===== src/rtl/rnic_axil_cfg_master_if.sv =====
// AXI4-Lite bus bundle between the ERNIC configuration master and the ERNIC
// s_axi_lite_* register slave port.
//   master modport : drives AW/W/AR address, data, valids and B/R readies.
//   slave modport  : drives AW/W/AR readies and the B/R response channels.
// Parameters: ADDR_W (address width), DATA_W (data width, 32 or 64).
interface rnic_axil_cfg_master_if #(
  parameter int ADDR_W = 32,
  parameter int DATA_W = 32
);
  logic [ADDR_W-1:0]   s_axi_lite_awaddr;
  logic                s_axi_lite_awvalid;
  logic                s_axi_lite_awready;
  logic [DATA_W-1:0]   s_axi_lite_wdata;
  logic [DATA_W/8-1:0] s_axi_lite_wstrb;
  logic                s_axi_lite_wvalid;
  logic                s_axi_lite_wready;
  logic [1:0]          s_axi_lite_bresp;
  logic                s_axi_lite_bvalid;
  logic                s_axi_lite_bready;
  logic [ADDR_W-1:0]   s_axi_lite_araddr;
  logic                s_axi_lite_arvalid;
  logic                s_axi_lite_arready;
  logic [DATA_W-1:0]   s_axi_lite_rdata;
  logic [1:0]          s_axi_lite_rresp;
  logic                s_axi_lite_rvalid;
  logic                s_axi_lite_rready;

  modport master (
    output s_axi_lite_awaddr, s_axi_lite_awvalid, s_axi_lite_wdata, s_axi_lite_wstrb,
           s_axi_lite_wvalid, s_axi_lite_bready, s_axi_lite_araddr, s_axi_lite_arvalid,
           s_axi_lite_rready,
    input  s_axi_lite_awready, s_axi_lite_wready, s_axi_lite_bresp, s_axi_lite_bvalid,
           s_axi_lite_arready, s_axi_lite_rdata, s_axi_lite_rresp, s_axi_lite_rvalid
  );

  modport slave (
    input  s_axi_lite_awaddr, s_axi_lite_awvalid, s_axi_lite_wdata, s_axi_lite_wstrb,
           s_axi_lite_wvalid, s_axi_lite_bready, s_axi_lite_araddr, s_axi_lite_arvalid,
           s_axi_lite_rready,
    output s_axi_lite_awready, s_axi_lite_wready, s_axi_lite_bresp, s_axi_lite_bvalid,
           s_axi_lite_arready, s_axi_lite_rdata, s_axi_lite_rresp, s_axi_lite_rvalid
  );
endinterface


===== src/rtl/rnic_axil_cfg_master.sv =====
// Single-outstanding AXI4-Lite write master for the ERNIC register-config
// sequencer. One start pulse = one AXI4-Lite write, optionally followed by a
// read-back and compare of the same address. Keeps sticky error flags and
// saturating counters for bring-up debug.
//
// Optional feature macro: RNIC_AXIL_TIMEOUT_EN -- per-request watchdog of
// C_TIMEOUT cycles. Without it the master waits indefinitely for the slave.
//
// Ports:
//   s_axi_lite_aclk   clock, rising edge
//   s_axi_lite_rst    synchronous active-high reset
//   i_gen_txns        start pulse, sampled only when idle
//   i_addr / i_data   request address / write data, captured with the start
//   axil              AXI4-Lite master bus (interface, master modport)
//   o_txns_done       one-cycle pulse when a request completes
//   o_busy            high from accept through the done cycle
//   o_resp_err        sticky: non-OKAY bresp/rresp (or watchdog expiry)
//   o_rdbk_mismatch   sticky: read-back data differed from written data
//   o_wr_cnt          completed OKAY writes, saturating
//   o_err_cnt         error events (responses + mismatches), saturating
module rnic_axil_cfg_master #(
  parameter int C_S_AXI_LITE_ADDR_WIDTH = 32,
  parameter int C_S_AXI_LITE_DATA_WIDTH = 32,
  parameter int C_READ_BCK_REG          = 0,
  parameter int C_TIMEOUT               = 1024
) (
  input  logic                               s_axi_lite_aclk,
  input  logic                               s_axi_lite_rst,
  input  logic                               i_gen_txns,
  input  logic [C_S_AXI_LITE_ADDR_WIDTH-1:0] i_addr,
  input  logic [C_S_AXI_LITE_DATA_WIDTH-1:0] i_data,
  rnic_axil_cfg_master_if.master             axil,
  output logic                               o_txns_done,
  output logic                               o_busy,
  output logic                               o_resp_err,
  output logic                               o_rdbk_mismatch,
  output logic [15:0]                        o_wr_cnt,
  output logic [15:0]                        o_err_cnt
);
  localparam int AW = C_S_AXI_LITE_ADDR_WIDTH;
  localparam int DW = C_S_AXI_LITE_DATA_WIDTH;

  localparam logic [2:0] S_IDLE    = 3'd0;
  localparam logic [2:0] S_WR      = 3'd1;
  localparam logic [2:0] S_WR_RESP = 3'd2;
  localparam logic [2:0] S_RD_ADDR = 3'd3;
  localparam logic [2:0] S_RD_DATA = 3'd4;
  localparam logic [2:0] S_DONE    = 3'd5;

  function automatic logic [15:0] sat_add16(input logic [15:0] cnt, input logic [1:0] inc);
    logic [16:0] sum;
    sum = {1'b0, cnt} + {15'd0, inc};
    return sum[16] ? 16'hFFFF : sum[15:0];
  endfunction

  logic [2:0]    state;
  logic [AW-1:0] awaddr_q;
  logic [AW-1:0] araddr_q;
  logic [DW-1:0] wdata_q;
  logic          awvalid_q, wvalid_q, bready_q, arvalid_q, rready_q;
  logic          bresp_ok;
  logic          tmo_hit;

  assign axil.s_axi_lite_awaddr  = awaddr_q;
  assign axil.s_axi_lite_awvalid = awvalid_q;
  assign axil.s_axi_lite_wdata   = wdata_q;
  assign axil.s_axi_lite_wstrb   = '1;
  assign axil.s_axi_lite_wvalid  = wvalid_q;
  assign axil.s_axi_lite_bready  = bready_q;
  assign axil.s_axi_lite_araddr  = araddr_q;
  assign axil.s_axi_lite_arvalid = arvalid_q;
  assign axil.s_axi_lite_rready  = rready_q;

  // A channel counts as finished once its valid has dropped or is being
  // accepted this cycle, so AW and W may complete in either order.
  logic aw_ok, w_ok;
  assign aw_ok = !awvalid_q || axil.s_axi_lite_awready;
  assign w_ok  = !wvalid_q  || axil.s_axi_lite_wready;

  // Response and data mismatch are separate error events on the same beat.
  logic       rresp_bad, rd_mm;
  logic [1:0] rd_err_inc;
  always_comb begin
    rresp_bad  = (axil.s_axi_lite_rresp != 2'b00);
    rd_mm      = (axil.s_axi_lite_rdata != wdata_q);
    rd_err_inc = {1'b0, rresp_bad} + {1'b0, rd_mm};
  end

`ifdef RNIC_AXIL_TIMEOUT_EN
  localparam int TMO_W = (C_TIMEOUT > 2) ? $clog2(C_TIMEOUT) : 1;
  logic [TMO_W-1:0] tmo_cnt;
  assign tmo_hit = (tmo_cnt == TMO_W'(C_TIMEOUT - 1));

  // Counts edges since accept; holds at the limit so a late entry into a
  // response-wait state expires immediately.
  always_ff @(posedge s_axi_lite_aclk) begin
    if (s_axi_lite_rst || state == S_IDLE) begin
      tmo_cnt <= '0;
    end else if (state != S_DONE && !tmo_hit) begin
      tmo_cnt <= tmo_cnt + TMO_W'(1);
    end
  end
`else
  assign tmo_hit = 1'b0;
`endif

  always_ff @(posedge s_axi_lite_aclk) begin
    if (s_axi_lite_rst) begin
      state           <= S_IDLE;
      awaddr_q        <= '0;
      araddr_q        <= '0;
      wdata_q         <= '0;
      awvalid_q       <= 1'b0;
      wvalid_q        <= 1'b0;
      bready_q        <= 1'b0;
      arvalid_q       <= 1'b0;
      rready_q        <= 1'b0;
      bresp_ok        <= 1'b0;
      o_txns_done     <= 1'b0;
      o_busy          <= 1'b0;
      o_resp_err      <= 1'b0;
      o_rdbk_mismatch <= 1'b0;
      o_wr_cnt        <= '0;
      o_err_cnt       <= '0;
    end else begin
      o_txns_done <= 1'b0;
      case (state)
        S_IDLE: begin
          if (i_gen_txns) begin
            awaddr_q  <= i_addr;
            wdata_q   <= i_data;
            awvalid_q <= 1'b1;
            wvalid_q  <= 1'b1;
            bresp_ok  <= 1'b0;
            o_busy    <= 1'b1;
            state     <= S_WR;
          end
        end
        S_WR: begin
          if (awvalid_q && axil.s_axi_lite_awready) awvalid_q <= 1'b0;
          if (wvalid_q && axil.s_axi_lite_wready)   wvalid_q  <= 1'b0;
          // Valids stay up past the watchdog; only the flag is raised.
          if (tmo_hit) o_resp_err <= 1'b1;
          if (aw_ok && w_ok) begin
            bready_q <= 1'b1;
            state    <= S_WR_RESP;
          end
        end
        S_WR_RESP: begin
          if (axil.s_axi_lite_bvalid) begin
            bready_q <= 1'b0;
            if (axil.s_axi_lite_bresp != 2'b00) begin
              o_resp_err <= 1'b1;
              o_err_cnt  <= sat_add16(o_err_cnt, 2'd1);
            end else begin
              bresp_ok <= 1'b1;
            end
            if (C_READ_BCK_REG != 0) begin
              araddr_q  <= awaddr_q;
              arvalid_q <= 1'b1;
              state     <= S_RD_ADDR;
            end else begin
              o_txns_done <= 1'b1;
              state       <= S_DONE;
            end
          end else if (tmo_hit) begin
            bready_q    <= 1'b0;
            o_resp_err  <= 1'b1;
            o_err_cnt   <= sat_add16(o_err_cnt, 2'd1);
            o_txns_done <= 1'b1;
            state       <= S_DONE;
          end
        end
        S_RD_ADDR: begin
          if (tmo_hit) o_resp_err <= 1'b1;
          if (axil.s_axi_lite_arready) begin
            arvalid_q <= 1'b0;
            rready_q  <= 1'b1;
            state     <= S_RD_DATA;
          end
        end
        S_RD_DATA: begin
          if (axil.s_axi_lite_rvalid) begin
            rready_q <= 1'b0;
            if (rresp_bad) o_resp_err      <= 1'b1;
            if (rd_mm)     o_rdbk_mismatch <= 1'b1;
            o_err_cnt   <= sat_add16(o_err_cnt, rd_err_inc);
            o_txns_done <= 1'b1;
            state       <= S_DONE;
          end else if (tmo_hit) begin
            rready_q    <= 1'b0;
            o_resp_err  <= 1'b1;
            o_err_cnt   <= sat_add16(o_err_cnt, 2'd1);
            o_txns_done <= 1'b1;
            state       <= S_DONE;
          end
        end
        S_DONE: begin
          if (bresp_ok) o_wr_cnt <= sat_add16(o_wr_cnt, 2'd1);
          o_busy <= 1'b0;
          state  <= S_IDLE;
        end
        default: state <= S_IDLE;
      endcase
    end
  end
endmodule


===== src/flat_wrapper.sv =====
// flat-port wrapper written by rule: the top's interface ports become plain ports
module rnic_axil_cfg_master_flat 
#(
  parameter int C_S_AXI_LITE_ADDR_WIDTH = 32,
  parameter int C_S_AXI_LITE_DATA_WIDTH = 32,
  parameter int C_READ_BCK_REG          = 0,
  parameter int C_TIMEOUT               = 1024
)
  (s_axi_lite_aclk, s_axi_lite_rst, i_gen_txns, i_addr, i_data, o_txns_done, o_busy, o_resp_err, o_rdbk_mismatch, o_wr_cnt, o_err_cnt, axil_s_axi_lite_awaddr, axil_s_axi_lite_awvalid, axil_s_axi_lite_wdata, axil_s_axi_lite_wstrb, axil_s_axi_lite_wvalid, axil_s_axi_lite_bready, axil_s_axi_lite_araddr, axil_s_axi_lite_arvalid, axil_s_axi_lite_rready, axil_s_axi_lite_awready, axil_s_axi_lite_wready, axil_s_axi_lite_bresp, axil_s_axi_lite_bvalid, axil_s_axi_lite_arready, axil_s_axi_lite_rdata, axil_s_axi_lite_rresp, axil_s_axi_lite_rvalid);
  rnic_axil_cfg_master_if #(.ADDR_W(32), .DATA_W(32)) axil_i ();
  input  logic s_axi_lite_aclk;
  input  logic s_axi_lite_rst;
  input  logic i_gen_txns;
  input  logic [C_S_AXI_LITE_ADDR_WIDTH-1:0] i_addr;
  input  logic [C_S_AXI_LITE_DATA_WIDTH-1:0] i_data;
  output logic o_txns_done;
  output logic o_busy;
  output logic o_resp_err;
  output logic o_rdbk_mismatch;
  output logic [15:0] o_wr_cnt;
  output logic [15:0] o_err_cnt;
  output wire logic [$bits(axil_i.s_axi_lite_awaddr)-1:0] axil_s_axi_lite_awaddr;
  output wire logic [$bits(axil_i.s_axi_lite_awvalid)-1:0] axil_s_axi_lite_awvalid;
  output wire logic [$bits(axil_i.s_axi_lite_wdata)-1:0] axil_s_axi_lite_wdata;
  output wire logic [$bits(axil_i.s_axi_lite_wstrb)-1:0] axil_s_axi_lite_wstrb;
  output wire logic [$bits(axil_i.s_axi_lite_wvalid)-1:0] axil_s_axi_lite_wvalid;
  output wire logic [$bits(axil_i.s_axi_lite_bready)-1:0] axil_s_axi_lite_bready;
  output wire logic [$bits(axil_i.s_axi_lite_araddr)-1:0] axil_s_axi_lite_araddr;
  output wire logic [$bits(axil_i.s_axi_lite_arvalid)-1:0] axil_s_axi_lite_arvalid;
  output wire logic [$bits(axil_i.s_axi_lite_rready)-1:0] axil_s_axi_lite_rready;
  input wire logic [$bits(axil_i.s_axi_lite_awready)-1:0] axil_s_axi_lite_awready;
  input wire logic [$bits(axil_i.s_axi_lite_wready)-1:0] axil_s_axi_lite_wready;
  input wire logic [$bits(axil_i.s_axi_lite_bresp)-1:0] axil_s_axi_lite_bresp;
  input wire logic [$bits(axil_i.s_axi_lite_bvalid)-1:0] axil_s_axi_lite_bvalid;
  input wire logic [$bits(axil_i.s_axi_lite_arready)-1:0] axil_s_axi_lite_arready;
  input wire logic [$bits(axil_i.s_axi_lite_rdata)-1:0] axil_s_axi_lite_rdata;
  input wire logic [$bits(axil_i.s_axi_lite_rresp)-1:0] axil_s_axi_lite_rresp;
  input wire logic [$bits(axil_i.s_axi_lite_rvalid)-1:0] axil_s_axi_lite_rvalid;
  assign axil_s_axi_lite_awaddr = axil_i.s_axi_lite_awaddr;
  assign axil_s_axi_lite_awvalid = axil_i.s_axi_lite_awvalid;
  assign axil_s_axi_lite_wdata = axil_i.s_axi_lite_wdata;
  assign axil_s_axi_lite_wstrb = axil_i.s_axi_lite_wstrb;
  assign axil_s_axi_lite_wvalid = axil_i.s_axi_lite_wvalid;
  assign axil_s_axi_lite_bready = axil_i.s_axi_lite_bready;
  assign axil_s_axi_lite_araddr = axil_i.s_axi_lite_araddr;
  assign axil_s_axi_lite_arvalid = axil_i.s_axi_lite_arvalid;
  assign axil_s_axi_lite_rready = axil_i.s_axi_lite_rready;
  assign axil_i.s_axi_lite_awready = axil_s_axi_lite_awready;
  assign axil_i.s_axi_lite_wready = axil_s_axi_lite_wready;
  assign axil_i.s_axi_lite_bresp = axil_s_axi_lite_bresp;
  assign axil_i.s_axi_lite_bvalid = axil_s_axi_lite_bvalid;
  assign axil_i.s_axi_lite_arready = axil_s_axi_lite_arready;
  assign axil_i.s_axi_lite_rdata = axil_s_axi_lite_rdata;
  assign axil_i.s_axi_lite_rresp = axil_s_axi_lite_rresp;
  assign axil_i.s_axi_lite_rvalid = axil_s_axi_lite_rvalid;
  rnic_axil_cfg_master #(.C_S_AXI_LITE_ADDR_WIDTH(C_S_AXI_LITE_ADDR_WIDTH), .C_S_AXI_LITE_DATA_WIDTH(C_S_AXI_LITE_DATA_WIDTH), .C_READ_BCK_REG(C_READ_BCK_REG), .C_TIMEOUT(C_TIMEOUT)) u_core (.s_axi_lite_aclk(s_axi_lite_aclk), .s_axi_lite_rst(s_axi_lite_rst), .i_gen_txns(i_gen_txns), .i_addr(i_addr), .i_data(i_data), .axil(axil_i), .o_txns_done(o_txns_done), .o_busy(o_busy), .o_resp_err(o_resp_err), .o_rdbk_mismatch(o_rdbk_mismatch), .o_wr_cnt(o_wr_cnt), .o_err_cnt(o_err_cnt));
endmodule

===== config.mk =====
export PLATFORM = sky130hd
export DESIGN_NAME = rnic_axil_cfg_master_flat
export DESIGN_NICKNAME = d
export VERILOG_FILES = /design/src/rtl/rnic_axil_cfg_master_if.sv /design/src/rtl/rnic_axil_cfg_master.sv /design/src/flat_wrapper.sv
export SDC_FILE = /design/constraint.sdc
export NUM_CORES = 1
export LEC_CHECK = 0
export CORE_MARGIN = 1.5
export CORE_UTILIZATION = 45
export DETAILED_ROUTE_END_ITERATION = 6
export PLACE_DENSITY = 0.95
export SYNTH_ARGS = -nofsm -noshare
export SYNTH_HDL_FRONTEND = slang
export SYNTH_SLANG_ARGS = --single-unit

===== constraint.sdc =====
create_clock -name s_axi_lite_aclk -period 6.3 [get_ports s_axi_lite_aclk]
set_clock_uncertainty 0.1 [all_clocks]
set_input_delay 1.89 -clock s_axi_lite_aclk [delete_from_list [all_inputs] [get_ports s_axi_lite_aclk]]
set_output_delay 1.89 -clock s_axi_lite_aclk [all_outputs]
set_load 0.1 [all_outputs]

==> flow_summary.json <==
{
  "status": "complete, but fails checks",
  "violations": "design-rule violations",
  "synth-edff-count": 0,
  "synth_area_leaders": "dfxtp_1 (40%), nand2_1 (11%), a21oi_1 (8.8%)",
  "register_area_um2": 2160,
  "numCtsBuffers": 9,
  "synthTopCellsByCount": "nand2_1 (152), dfxtp_1 (108), a21oi_1 (94)",
  "hold_viol_final": 0,
  "grt_remaining_overflow": 0,
  "routed_wl_mm": 16.6,
  "max_freq_mhz": 200,
  "crit_required_ns": 6.42,
  "port_buffers": 211,
  "die-area_um2": 12500,
  "antenna_found_initial": 0,
  "syn_area_um2": 5340,
  "routed_via_density": 5.40,
  "post_cts_buffers": 0,
  "dr_total_vias": 5467,
  "gp_congestion": 0.906,
  "yosys.area.top_type": "dfxtp_1",
  "io_pins": 249,
  "synth_most_common_cell": "nand2_1",
  "cp_max_fo": 10,
  "post-route-min-period_ns": 5.00,
  "synthFlopType": "dfxtp_1",
  "final_nets": 976,
  "dr.pass1.iters": 7,
  "tns_ns": 0,
  "power.leakage_nw": 2.87,
  "postSynthCellCount": 681,
  "synth_top_cell_area_share_pct": 40.5,
  "wl_per_cell_um": 16.4,
  "drive_gt1_share_pct": 3.80,
  "rsz0062_at_grt": "no",
  "endpoint_kind": "flip-flop",
  "yosysWarnings": 0,
  "drv_slew": 0,
  "clock_path_buffers": 2,
  "clock_latency_ns": 0.35,
  "dp_cells": 996,
  "die_height_um": 112,
  "grt_pass1_vias": 5184,
  "dieWidth_um": 112,
  "hold_class": "flip-flop to flip-flop",
  "worst_pin_slew_ns": 1.16,
  "clock_sink_count": 108,
  "rows": 39,
  "arrival_ns": 5.12,
  "critical_path_class": "input pin to flip-flop",
  "drc": 16,
  "yosysSeqAreaShare_pct": 40.5,
  "h-tree-depth": 3,
  "fin_cells": 1012,
  "cts-resized-gates": 0,
  "grt.total_usage_pct": 26.0,
  "cts_tree": "done",
  "path_clk_slew_ns": 0.07,
  "grt_max_degree": 55,
  "ir_drop_uv": 250,
  "drv_cap": 0,
  "root_buffer": "clkbuf_16",
  "antenna_cells": 0,
  "core_area_um2": 11500,
  "area_growth_pct": 43.3,
  "powerDensity_nw_per_um2": 346,
  "fillers": 932,
  "drt_iter0_drc": 422,
  "multi_input_area_um2": 2840,
  "ant_nets": 0,
  "ys_types": 60,
  "slew_headroom_pct": 22.7,
  "fin_crit_sh_pct": 79.4,
  "initial_core_util_pct": 46.4,
  "syn_area_per_cell_um2": 7.85,
  "grt_first_pass_wirelength_mm": 26.2,
  "setup_viol_count_final": 0,
  "hold_buffers": 0,
  "place_hpwl_mm": 12.3,
  "startpoint_type": "input pin",
  "p_total_mw": 2.65,
  "ys_seq_elements": 108,
  "synthArstFlopShare_pct": 0
}
logic make-up (layout without fill, tap and decap cells):
kind of cell               Yosys count  count (layout)  share of synthesized area, %
muxes                                7               7                          1.36
AOI/OAI and AO/OA                  148             148                          16.2
and+or+nand+nor                    284             284                          25.2
xor gates and xnor gates            41              41                          6.72
adders and majority gates            4               4                          1.08
other                                2              37                         0.141
DFF                                108             108                          40.5
buffers and inverters               87             240                          8.90
per-layer routing:
metal  track usage (%)  wire length, um  up-vias
li1                  -                -     2641
met1              31.5             6820     2544
met5                 0                0        -
met3              5.77             1330       33
met4              11.2              482        0
met2              44.6             8010      249
registers in the layout, summed over array words and instances (netlist names):
name                            count
u_core.o_rdbk_mismatch              1
u_core.o_resp_err                   1
u_core.axil.s_axi_lite_wvalid       1
u_core.axil.s_axi_lite_bready       1
u_core.axil.s_axi_lite_awvalid      1
u_core.o_wr_cnt                    16
u_core.o_busy                       1
u_core.bresp_ok                     1
u_core.axil.s_axi_lite_rready       1
u_core.o_txns_done                  1
u_core.axil.s_axi_lite_awaddr      32
u_core.o_err_cnt                   16
u_core.state                        3
u_core.axil.s_axi_lite_wdata       32
report_power, final:
| group | switching (mW) | total, mW | internal, mW |
|---|---|---|---|
| logic | 0.925 | 1.22 | 0.294 |
| registers | 0.0823 | 0.848 | 0.766 |
| clock network | 0.263 | 0.584 | 0.321 |
| total | 1.27 | 2.65 | 1.38 |
metrics by stage:
stage | area (um^2) | utilization, % | setup slack, ns | hold WS, ns
CTS | 7660 | 66.5 | 1.33 | 0.355
floorplan | 5480 | - | 1.93 | 0.372
global placement | 7350 | 63.9 | 1.13 | 0.333
finish | 7660 | 66.5 | 1.30 | 0.354
global route | 7660 | 66.5 | 1.06 | 0.368
detailed placement | 7350 | 63.9 | 1.01 | 0.346
layout by cell type, fill, tap and decap left out, drive strengths merged, types with 4 or more instances in the layout:
master	instances
a211oi	7
a21oi	94
a31oi	6
and3	13
and4	7
buf	4
clkbuf	11
clkdlybuf4s50	210
conb	37
dfxtp	108
inv	10
mux2i	5
nand2	152
nand3	24
nand4	9
nor2	33
nor2b	4
nor3	10
nor4	11
o21ai	16
xor2	39
cell type report:
cell class                      instances  area share [%]
Sequential cell                       108            28.2
Tap cell                              143            2.34
Clock buffer                           11            3.17
Inverter                               10           0.490
Timing Repair Buffer                  214            27.8
Multi-Input combinational cell        521            37.1
Clock inverter                          5           0.784
final timing paths:
kind	endpoint	slack [ns]	cells after the start	startpoint
hold reg to reg	u_core.axil.s_axi_lite_awaddr[6]	0.35	2	u_core.axil.s_axi_lite_awaddr[6]
setup reg to reg	u_core.o_err_cnt[13]	2.92	12	u_core.axil.s_axi_lite_wdata[15]
hold / removal	u_core.axil.s_axi_lite_awaddr[6]	0.35	2	u_core.axil.s_axi_lite_awaddr[6]
setup / recovery	u_core.o_err_cnt[13]	1.30	13	axil_s_axi_lite_rdata[0]
worst max-delay path, cell delays in order:
cell	delay, ns
clkdlybuf4s50_1	0.43
xor2_1	0.16
nor4_1	0.50
nand4_1	0.17
nor2_1	0.23
fa_1	0.23
inv_1	0.06
ha_1	0.20
nand3_1	0.15
o41a_1	0.44
a22oi_1	0.20
o311ai_0	0.34
o21ai_0	0.13
(Power assumes the default switching activity.)
